==> config.mk <==
export PLATFORM = sky130hd
export DESIGN_NAME = d_mem_arbiter_flat
export DESIGN_NICKNAME = d
export VERILOG_FILES = /design/src/rtl/d_mem_arbiter_if.sv /design/src/rtl/d_mem_arbiter.sv /design/src/flat_wrapper.sv
export SDC_FILE = /design/constraint.sdc
export NUM_CORES = 1
export LEC_CHECK = 0
export ABC_AREA = 0
export CORE_UTILIZATION = 40
export CTS_CLUSTER_DIAMETER = 40
export DETAILED_ROUTE_END_ITERATION = 7
export PLACE_DENSITY = 0.79
export SYNTH_ARGS = -nofsm -noshare
export SYNTH_HDL_FRONTEND = slang
export SYNTH_SLANG_ARGS = --single-unit
==> constraint.sdc <==
create_clock -name clk -period 1.7 [get_ports clk]
set_input_delay 0.17 -clock clk [delete_from_list [all_inputs] [get_ports clk]]
set_output_delay 0.17 -clock clk [all_outputs]
set_load 0.02 [all_outputs]
==> src/rtl/d_mem_arbiter_if.sv <==
// d_mem_arbiter_if: req/dir/addr/wdata -> ack/rdata memory handshake bundle
interface d_mem_arbiter_if #(
  parameter int AW = 8,
  parameter int DW = 8
);
  logic          req;
  logic          dir;
  logic [AW-1:0] addr;
  logic [DW-1:0] wdata;
  logic          ack;
  logic [DW-1:0] rdata;
  modport master (output req, dir, addr, wdata, input ack, rdata);
  modport slave  (input req, dir, addr, wdata, output ack, rdata);
endinterface

==> src/rtl/d_mem_arbiter.sv <==
// d_mem_arbiter: shares one data-memory port between A and B, round-robin or fixed A-priority with DMEM_ARB_FIXED_PRIO_EN
module d_mem_arbiter #(
  parameter int AW = 8,
  parameter int DW = 8
) (
  input  logic            clk,
  input  logic            rst_n,
  d_mem_arbiter_if.slave  a_bus,
  d_mem_arbiter_if.slave  b_bus,
  d_mem_arbiter_if.master m_bus,
  output logic            grant_b_o
);
  localparam logic DIR_READ = 1'b0;
  typedef enum logic [1:0] {IDLE, BUSY, DONE} state_t;
  state_t        state_q, state_d;
  logic          m_req_q, m_req_d, m_dir_q, m_dir_d;
  logic [AW-1:0] m_addr_q, m_addr_d;
  logic [DW-1:0] m_wdata_q, m_wdata_d;
  logic          a_ack_q, a_ack_d, b_ack_q, b_ack_d, grant_b_q, grant_b_d;
  logic [DW-1:0] a_rdata_q, a_rdata_d, b_rdata_q, b_rdata_d;
  logic          start, fire, pick_b;
`ifndef DMEM_ARB_FIXED_PRIO_EN
  logic          last_b_q, last_b_d;
`endif
  // winner selection, next-state and registered-output computation
  always_comb begin
`ifdef DMEM_ARB_FIXED_PRIO_EN
    pick_b    = b_bus.req & ~a_bus.req;
`else
    pick_b    = b_bus.req & (~a_bus.req | ~last_b_q);
    last_b_d  = start_sel(pick_b, last_b_q);
`endif
    start     = state_q == IDLE && (a_bus.req || b_bus.req);
    fire      = state_q == BUSY && m_bus.ack;
    state_d   = start ? BUSY : fire ? DONE : state_q == DONE ? IDLE : state_q;
    m_req_d   = start | (m_req_q & ~fire);
    m_dir_d   = start ? (pick_b ? b_bus.dir : a_bus.dir) : m_dir_q;
    m_addr_d  = start ? (pick_b ? b_bus.addr : a_bus.addr) : m_addr_q;
    m_wdata_d = start ? (pick_b ? b_bus.wdata : a_bus.wdata) : m_wdata_q;
    grant_b_d = start ? pick_b : grant_b_q;
    a_ack_d   = fire & ~grant_b_q;
    b_ack_d   = fire & grant_b_q;
    a_rdata_d = a_ack_d && m_dir_q == DIR_READ ? m_bus.rdata : a_rdata_q;
    b_rdata_d = b_ack_d && m_dir_q == DIR_READ ? m_bus.rdata : b_rdata_q;
  end
  function automatic logic start_sel(input logic nv, input logic ov);
    return (state_q == IDLE && (a_bus.req || b_bus.req)) ? nv : ov;
  endfunction
  // state and output registers; reset abandons any transaction in flight
  always_ff @(posedge clk) begin
    if (!rst_n) begin
      state_q   <= IDLE;
      m_req_q   <= 1'b0;
      m_dir_q   <= 1'b0;
      m_addr_q  <= '0;
      m_wdata_q <= '0;
      a_ack_q   <= 1'b0;
      b_ack_q   <= 1'b0;
      a_rdata_q <= '0;
      b_rdata_q <= '0;
      grant_b_q <= 1'b0;
`ifndef DMEM_ARB_FIXED_PRIO_EN
      last_b_q  <= 1'b1;
`endif
    end else begin
      state_q   <= state_d;
      m_req_q   <= m_req_d;
      m_dir_q   <= m_dir_d;
      m_addr_q  <= m_addr_d;
      m_wdata_q <= m_wdata_d;
      a_ack_q   <= a_ack_d;
      b_ack_q   <= b_ack_d;
      a_rdata_q <= a_rdata_d;
      b_rdata_q <= b_rdata_d;
      grant_b_q <= grant_b_d;
`ifndef DMEM_ARB_FIXED_PRIO_EN
      last_b_q  <= last_b_d;
`endif
    end
  end
  assign m_bus.req   = m_req_q;
  assign m_bus.dir   = m_dir_q;
  assign m_bus.addr  = m_addr_q;
  assign m_bus.wdata = m_wdata_q;
  assign a_bus.ack   = a_ack_q;
  assign a_bus.rdata = a_rdata_q;
  assign b_bus.ack   = b_ack_q;
  assign b_bus.rdata = b_rdata_q;
  assign grant_b_o   = grant_b_q;
endmodule

==> src/flat_wrapper.sv <==
// flat-port wrapper written by rule: the top's interface ports become plain ports
module d_mem_arbiter_flat 
#(
  parameter int AW = 8,
  parameter int DW = 8
)
  (clk, rst_n, grant_b_o, a_bus_req, a_bus_dir, a_bus_addr, a_bus_wdata, a_bus_ack, a_bus_rdata, b_bus_req, b_bus_dir, b_bus_addr, b_bus_wdata, b_bus_ack, b_bus_rdata, m_bus_req, m_bus_dir, m_bus_addr, m_bus_wdata, m_bus_ack, m_bus_rdata);
  d_mem_arbiter_if #(.AW(AW), .DW(DW)) a_bus_i ();
  d_mem_arbiter_if #(.AW(AW), .DW(DW)) b_bus_i ();
  d_mem_arbiter_if #(.AW(AW), .DW(DW)) m_bus_i ();
  input  logic clk;
  input  logic rst_n;
  output logic grant_b_o;
  input wire logic [$bits(a_bus_i.req)-1:0] a_bus_req;
  input wire logic [$bits(a_bus_i.dir)-1:0] a_bus_dir;
  input wire logic [$bits(a_bus_i.addr)-1:0] a_bus_addr;
  input wire logic [$bits(a_bus_i.wdata)-1:0] a_bus_wdata;
  output wire logic [$bits(a_bus_i.ack)-1:0] a_bus_ack;
  output wire logic [$bits(a_bus_i.rdata)-1:0] a_bus_rdata;
  input wire logic [$bits(b_bus_i.req)-1:0] b_bus_req;
  input wire logic [$bits(b_bus_i.dir)-1:0] b_bus_dir;
  input wire logic [$bits(b_bus_i.addr)-1:0] b_bus_addr;
  input wire logic [$bits(b_bus_i.wdata)-1:0] b_bus_wdata;
  output wire logic [$bits(b_bus_i.ack)-1:0] b_bus_ack;
  output wire logic [$bits(b_bus_i.rdata)-1:0] b_bus_rdata;
  output wire logic [$bits(m_bus_i.req)-1:0] m_bus_req;
  output wire logic [$bits(m_bus_i.dir)-1:0] m_bus_dir;
  output wire logic [$bits(m_bus_i.addr)-1:0] m_bus_addr;
  output wire logic [$bits(m_bus_i.wdata)-1:0] m_bus_wdata;
  input wire logic [$bits(m_bus_i.ack)-1:0] m_bus_ack;
  input wire logic [$bits(m_bus_i.rdata)-1:0] m_bus_rdata;
  assign a_bus_i.req = a_bus_req;
  assign a_bus_i.dir = a_bus_dir;
  assign a_bus_i.addr = a_bus_addr;
  assign a_bus_i.wdata = a_bus_wdata;
  assign a_bus_ack = a_bus_i.ack;
  assign a_bus_rdata = a_bus_i.rdata;
  assign b_bus_i.req = b_bus_req;
  assign b_bus_i.dir = b_bus_dir;
  assign b_bus_i.addr = b_bus_addr;
  assign b_bus_i.wdata = b_bus_wdata;
  assign b_bus_ack = b_bus_i.ack;
  assign b_bus_rdata = b_bus_i.rdata;
  assign m_bus_req = m_bus_i.req;
  assign m_bus_dir = m_bus_i.dir;
  assign m_bus_addr = m_bus_i.addr;
  assign m_bus_wdata = m_bus_i.wdata;
  assign m_bus_i.ack = m_bus_ack;
  assign m_bus_i.rdata = m_bus_rdata;
  d_mem_arbiter #(.AW(AW), .DW(DW)) u_core (.clk(clk), .rst_n(rst_n), .a_bus(a_bus_i), .b_bus(b_bus_i), .m_bus(m_bus_i), .grant_b_o(grant_b_o));
endmodule
## After elaboration in Yosys (flattened, before gate mapping)

Index checks and enable logic that the tools add are counted.

| operators by class | value |
|---|---|
| equality and inequality tests | 2 |
| mux-type cells | 6 |
| bitwise logic cells | 12 |
| reduce and logical (&&, ||, !) cells | 9 |

Operators with widths:

| cell | count |
|---|---|
| 8-bit 2-to-1 mux | 2 |
| 1-bit inverter | 6 |
| 1-bit bitwise AND | 4 |
| 1-bit logical AND | 4 |
| 2-bit 2-to-1 mux | 2 |
| 3-bit nonzero test | 1 |
| 2-bit by 1-bit == test with 1-bit output, second input constant | 1 |
| 2-bit == test, second input constant | 1 |
| 2-bit zero test | 1 |
| 1-bit 2-to-1 mux | 2 |
| 1-bit OR | 2 |
| 2-bit nonzero test | 1 |
| 2-bit OR reduction | 1 |
| 1-bit logical OR | 1 |

| storage, ports and cells | value |
|---|---|
| register bits | 40 |
| input bits | 47 |
| output and inout port bits | 37 |
| logic and storage cells | 41 |

## Depth between registers and ports, before layout

| depth | value |
|---|---|
| word-level depth | 5 |
| mapped depth | 6 |
| gate-level depth less buffers | 3 |

## Worst setup path before layout

No wires, ideal clock.

| timing | value |
|---|---|
| path kind | reg2reg |
| from | reg u_core.state_q[0] |
| to | reg u_core.m_wdata_q[1], in the netlist u_core.m_bus.wdata[1] |
| setup time | 92 ps |
| arrival | 1140 ps |
| data required time | 1608 ps |
| slack | 468 ps |
| stages on the path, launching flop included | 5 |
| buffers on the path | 1 |
| clock period less this slack | 1232 ps |
| cell sequence | dfxtp_1 > nor2_1 > clkbuf_1 > a21oi_1 > a311oi_4 |

| between the ends | value |
|---|---|
| cells in the longest elaborated chain, start to end | 2 |

RTL lines:

| what | RTL line | text |
|---|---|---|
| start, declared | d_mem_arbiter.sv:15 | `state_t state_q, state_d;` |
| start signal, assigned | d_mem_arbiter.sv:66 | `state_q <= state_d;` |
| 2-bit zero test | d_mem_arbiter.sv:33 | `start = state_q == IDLE && (a_bus.req \|\| b_bus.req);` |
| 1-bit logical AND | d_mem_arbiter.sv:33 |  |
| end signal, assigned | d_mem_arbiter.sv:70 | `m_wdata_q <= m_wdata_d;` |
| end, declared | d_mem_arbiter.sv:18 | `logic [DW-1:0] m_wdata_q, m_wdata_d;` |

No other way between the ends.
A chain may end at the register's enable or synchronous reset.

## Worst setup path in the final report

| timing | value |
|---|---|
| from | reg u_core.grant_b_q, in the netlist u_core.grant_b_o |
| to | out grant_b_o |

RTL lines:

| what | RTL line | text |
|---|---|---|
| start, declared | d_mem_arbiter.sv:19 | `logic a_ack_q, a_ack_d, b_ack_q, b_ack_d, grant_b_q, grant_b_d;` |
| start signal, assigned | d_mem_arbiter.sv:75 | `grant_b_q <= grant_b_d;` |
| end, declared | flat_wrapper.sv:13 | `output logic grant_b_o;` |

No word-level cell between the ends.

==> metrics.log <==
[metrics] run status: finished, final reports clean
[metrics] drt drc: 0
[metrics] Top-Level Pins: 84
[metrics] Tightest Hold Check Type: input pin to flop
[metrics] global-route wire length before repair: 6960 um
[metrics] Final Hold Fails: 0
[metrics] Clock Tree Buf Depth: 2
[metrics] final net count: 319
[metrics] share of total power in combinational logic: 24.2%
[metrics] total nets after synthesis: 235
[metrics] number of vias after detailed routing: 1651
[metrics] drt first pass iters: 4
[metrics] area inside the core boundary: 4090 um2
[metrics] startpoint of the most critical setup path: u_core.grant_b_o
[metrics] r2r startpoint: u_core.last_b_q
[metrics] sequential share of the synthesized area: 45.8%
[metrics] clock buffers created by TritonCTS: 5
[metrics] pin slew with the least headroom to its limit: 326 ps
[metrics] RSZ-0062 raised after global routing: no
[metrics] via/cell ratio: 5.11
[metrics] detailed-route wire length per cell: 13.4 um
[metrics] cell area after synthesis: 1750 um2
[metrics] clock root buffer master: sky130_fd_sc_hd__clkbuf_8
[metrics] required time of the worst setup path: 1530 ps
[metrics] FF+latch count, synth: 40
[metrics] clock transition at the registers of the reported paths: 80 ps
[metrics] Power per Cell Area: 913 nW/um2
[metrics] Setup-failing EPs final: 0
[metrics] critical path cell sequence: clkdlybuf4s50_1
[metrics] cell count after synthesis: 188
[metrics] full die area: 4630 um2
[metrics] width of the die: 68.1 um
[metrics] buffers inserted during post-CTS setup optimization: 0
[metrics] number of max-slew violations in the final report: 0
[metrics] Port-buffer cells: 83
[metrics] overall fraction of global-route tracks in use: 20.4%
[metrics] core occupancy in the finished layout: 67.4%
[metrics] busiest layer in global routing: met2
[metrics] TritonCTS clock tree: yes
[metrics] count of clock tree sinks: 40
[metrics] max cap viols: 0
[metrics] met2 Usage GRT: 35.7%
[metrics] insertion delay to the later sink of the worst-skew pair: 300 ps
[metrics] Worst Setup Path Type: flop to output pin
[metrics] number of cell instances on the worst register-to-register path: 3
[metrics] # diodes: 0
[metrics] vias in the first global route: 1595
[metrics] cell at the slowest stage of the critical path: sky130_fd_sc_hd__clkdlybuf4s50_1
[metrics] Resize count post-CTS: 0
[metrics] number of warnings reported in the yosys synthesis log: 0
[metrics] hold buffer count at cts: 0
[metrics] critical path depth in cells: 1
[metrics] Critical Path Fanout Max: 6
[metrics] DRT iter0 DRCs: 51
[metrics] total gr overflow: 0
[metrics] HPWL after detailed placement: 3150 um
[metrics] Total Neg Setup Slack: 0 ps
[metrics] GR Layer Usage met3: 6.67%
[metrics] met1 track demand over resource: 22.6%
[metrics] reported net switching power: 0.667 mW
[metrics] Die H: 68.1 um
[metrics] number of buffer and inverter stages on the critical path: 1
[metrics] post-route antenna net violation count: 0
[metrics] largest clock skew in the final design: 7.17 ps
[metrics] Synth-to-Final Area Change: 57.6%
[metrics] peak per-stage delay on the critical path: 660 ps
[metrics] relative slew slack: 78.2%
[metrics] share of total power consumed by net switching: 26.5%
[metrics] clock network fraction of total power: 33.6%
[metrics] maximum number of pins on one net before global-route repair: 25
[metrics] depth of the CTS H-tree: 2
[metrics] total leakage power: 1.09 nW
[metrics] Starting Density: 42.7%
[metrics] sequential share of power: 42.1%
[metrics] kind of start point of the critical path: flop
[metrics] RR Endpoint: u_core.m_bus.wdata[1]
[metrics] Final Wtd Congestion: 0.782
[metrics] highest clock frequency the design can meet: 624 MHz
[metrics] standard-cell row count: 23
[metrics] post-synth cell types: 28
[metrics] Post-Synthesis Mean Instance Area: 9.29 um2
[metrics] endpoint arrival time on the critical path: 1430 ps
[metrics] worst hold slack: 439 ps
[metrics] crit path time final: 1600 ps
[metrics] worst hold stages: 3
[metrics] internal power contribution: 1.85 mW
[metrics] IR Drop Worst-Case VDD: 612 uV
[metrics] post-detailed-routing wire length: 4330 um
[metrics] Overall Power: 2.51 mW
[metrics] initial antenna violation count: 0
[metrics] end point of the critical path: grant_b_o
[metrics] cell family with the largest share of critical-path delay: buffers and inverters
[metrics] share of layout cells above drive strength 1: 11.7%
[metrics] category of the worst setup path capture point: output pin
[metrics] final period utilization: 94.2%
[metrics] FF-to-FF setup slack: 430 ps
[power by group through the flow]
stage	Sequential [mW]	Combinational (mW)	Clock (mW)
floorplan	1.15	0.258	0
global placement	1.08	0.603	0
detailed placement	1.08	0.614	0
CTS	1.06	0.616	0.864
global route	1.07	0.658	0.904
finish	1.06	0.609	0.846
[how the worst min path moves through the flow]
stage                                startpoint                    end
after global placement    u_core.a_bus.rdata[1]  u_core.a_bus.rdata[1]
after global routing             m_bus_rdata[6]  u_core.a_bus.rdata[6]
after CTS                         a_bus_addr[3]   u_core.m_bus.addr[3]
after detailed placement  u_core.a_bus.rdata[0]  u_core.a_bus.rdata[0]
after floorplan                       m_bus_ack      u_core.state_q[1]
final                             a_bus_addr[3]   u_core.m_bus.addr[3]
[layout by cell type, fill, tap and decap left out, drive strengths merged, types with 2 or more instances in the layout]
master / synthesis / layout
clkbuf: 5 / 7
nor2: 2 / 2
buf: 10 / 9
inv: 2 / 2
mux2i: 16 / 16
a311oi: 17 / 17
dfxtp: 40 / 40
clkdlybuf4s50: 0 / 83
a21oi: 19 / 19
nand3b: 2 / 2
nor3: 2 / 2
nand2: 62 / 62
[cell type report]
type / instances / area [um2]
fill: 351 / 1330
sequential: 40 / 801
clock inverter: 1 / 30.0
timing repair buffer: 92 / 911
clock buffer: 7 / 96.3
inverter: 2 / 7.51
multi-input combinational: 131 / 845
tap: 50 / 62.6
[tightest hold or removal path, delay by kind of cell]
family          cells  cell delay (ps)
compound gates      1               70
buf+inv             1              400
simple gates        1               50
[stage by stage]
step	worst slack, ps	cells	area (um2)
after floorplan	468	188	1750
after global placement	166	315	2630
after detailed placement	135	315	2630
after CTS	88.3	323	2750
after global routing	40.1	323	2750
final	98.1	323	2750
[metal layers]
layer / vias to the layer above / share of wire (%)
li1: 821 / -
met1: 761 / 42
met2: 61 / 48
met3: 8 / 7.9
met4: 0 / 1.5
met5: - / 0
[kinds of logic after synthesis]
logic type	after synthesis	share of synthesized area (%)
AOI/OAI and AO/OA	42	21.1
buffers and inverters	17	5.80
DFF	40	45.8
muxes	16	9.17
and+or+nand+nor	73	18.1
[sequential cells by signal, summed over array words and instances, names as in the netlist]
name	count
u_core.state_q	2
u_core.m_bus.req	1
u_core.grant_b_o	1
u_core.m_bus.dir	1
u_core.a_bus.rdata	8
u_core.b_bus.ack	1
u_core.a_bus.ack	1
u_core.last_b_q	1
u_core.m_bus.wdata	8
u_core.m_bus.addr	8
u_core.b_bus.rdata	8
[Yosys cell counts]
master	n	area share, %
sky130_fd_sc_hd__nand2_1	62	13
sky130_fd_sc_hd__dfxtp_1	40	46
sky130_fd_sc_hd__a21oi_1	19	5.4
sky130_fd_sc_hd__mux2i_1	16	9.2
sky130_fd_sc_hd__a311oi_2	9	7.7
sky130_fd_sc_hd__a311oi_1	7	3.5
sky130_fd_sc_hd__buf_2	5	1.4
sky130_fd_sc_hd__clkbuf_1	5	1.1
sky130_fd_sc_hd__buf_1	2	0.43
sky130_fd_sc_hd__buf_6	2	1.3
sky130_fd_sc_hd__inv_1	2	0.43
sky130_fd_sc_hd__nand3b_1	2	0.86
sky130_fd_sc_hd__nor2_1	2	0.43
sky130_fd_sc_hd__a21bo_2	1	0.57
sky130_fd_sc_hd__a21boi_2	1	0.64
sky130_fd_sc_hd__a22oi_1	1	0.43
sky130_fd_sc_hd__a311oi_4	1	1.5
sky130_fd_sc_hd__and2_4	1	0.50
sky130_fd_sc_hd__and3_1	1	0.36
sky130_fd_sc_hd__and3b_1	1	0.50
sky130_fd_sc_hd__buf_12	1	1.1
sky130_fd_sc_hd__nor3_1	1	0.29
sky130_fd_sc_hd__nor3_4	1	0.93
sky130_fd_sc_hd__o211a_1	1	0.57
sky130_fd_sc_hd__o211ai_1	1	0.43
sky130_fd_sc_hd__o21ai_0	1	0.29
sky130_fd_sc_hd__or2_1	1	0.36
sky130_fd_sc_hd__or3b_2	1	0.50
(Power assumes the default switching activity.)
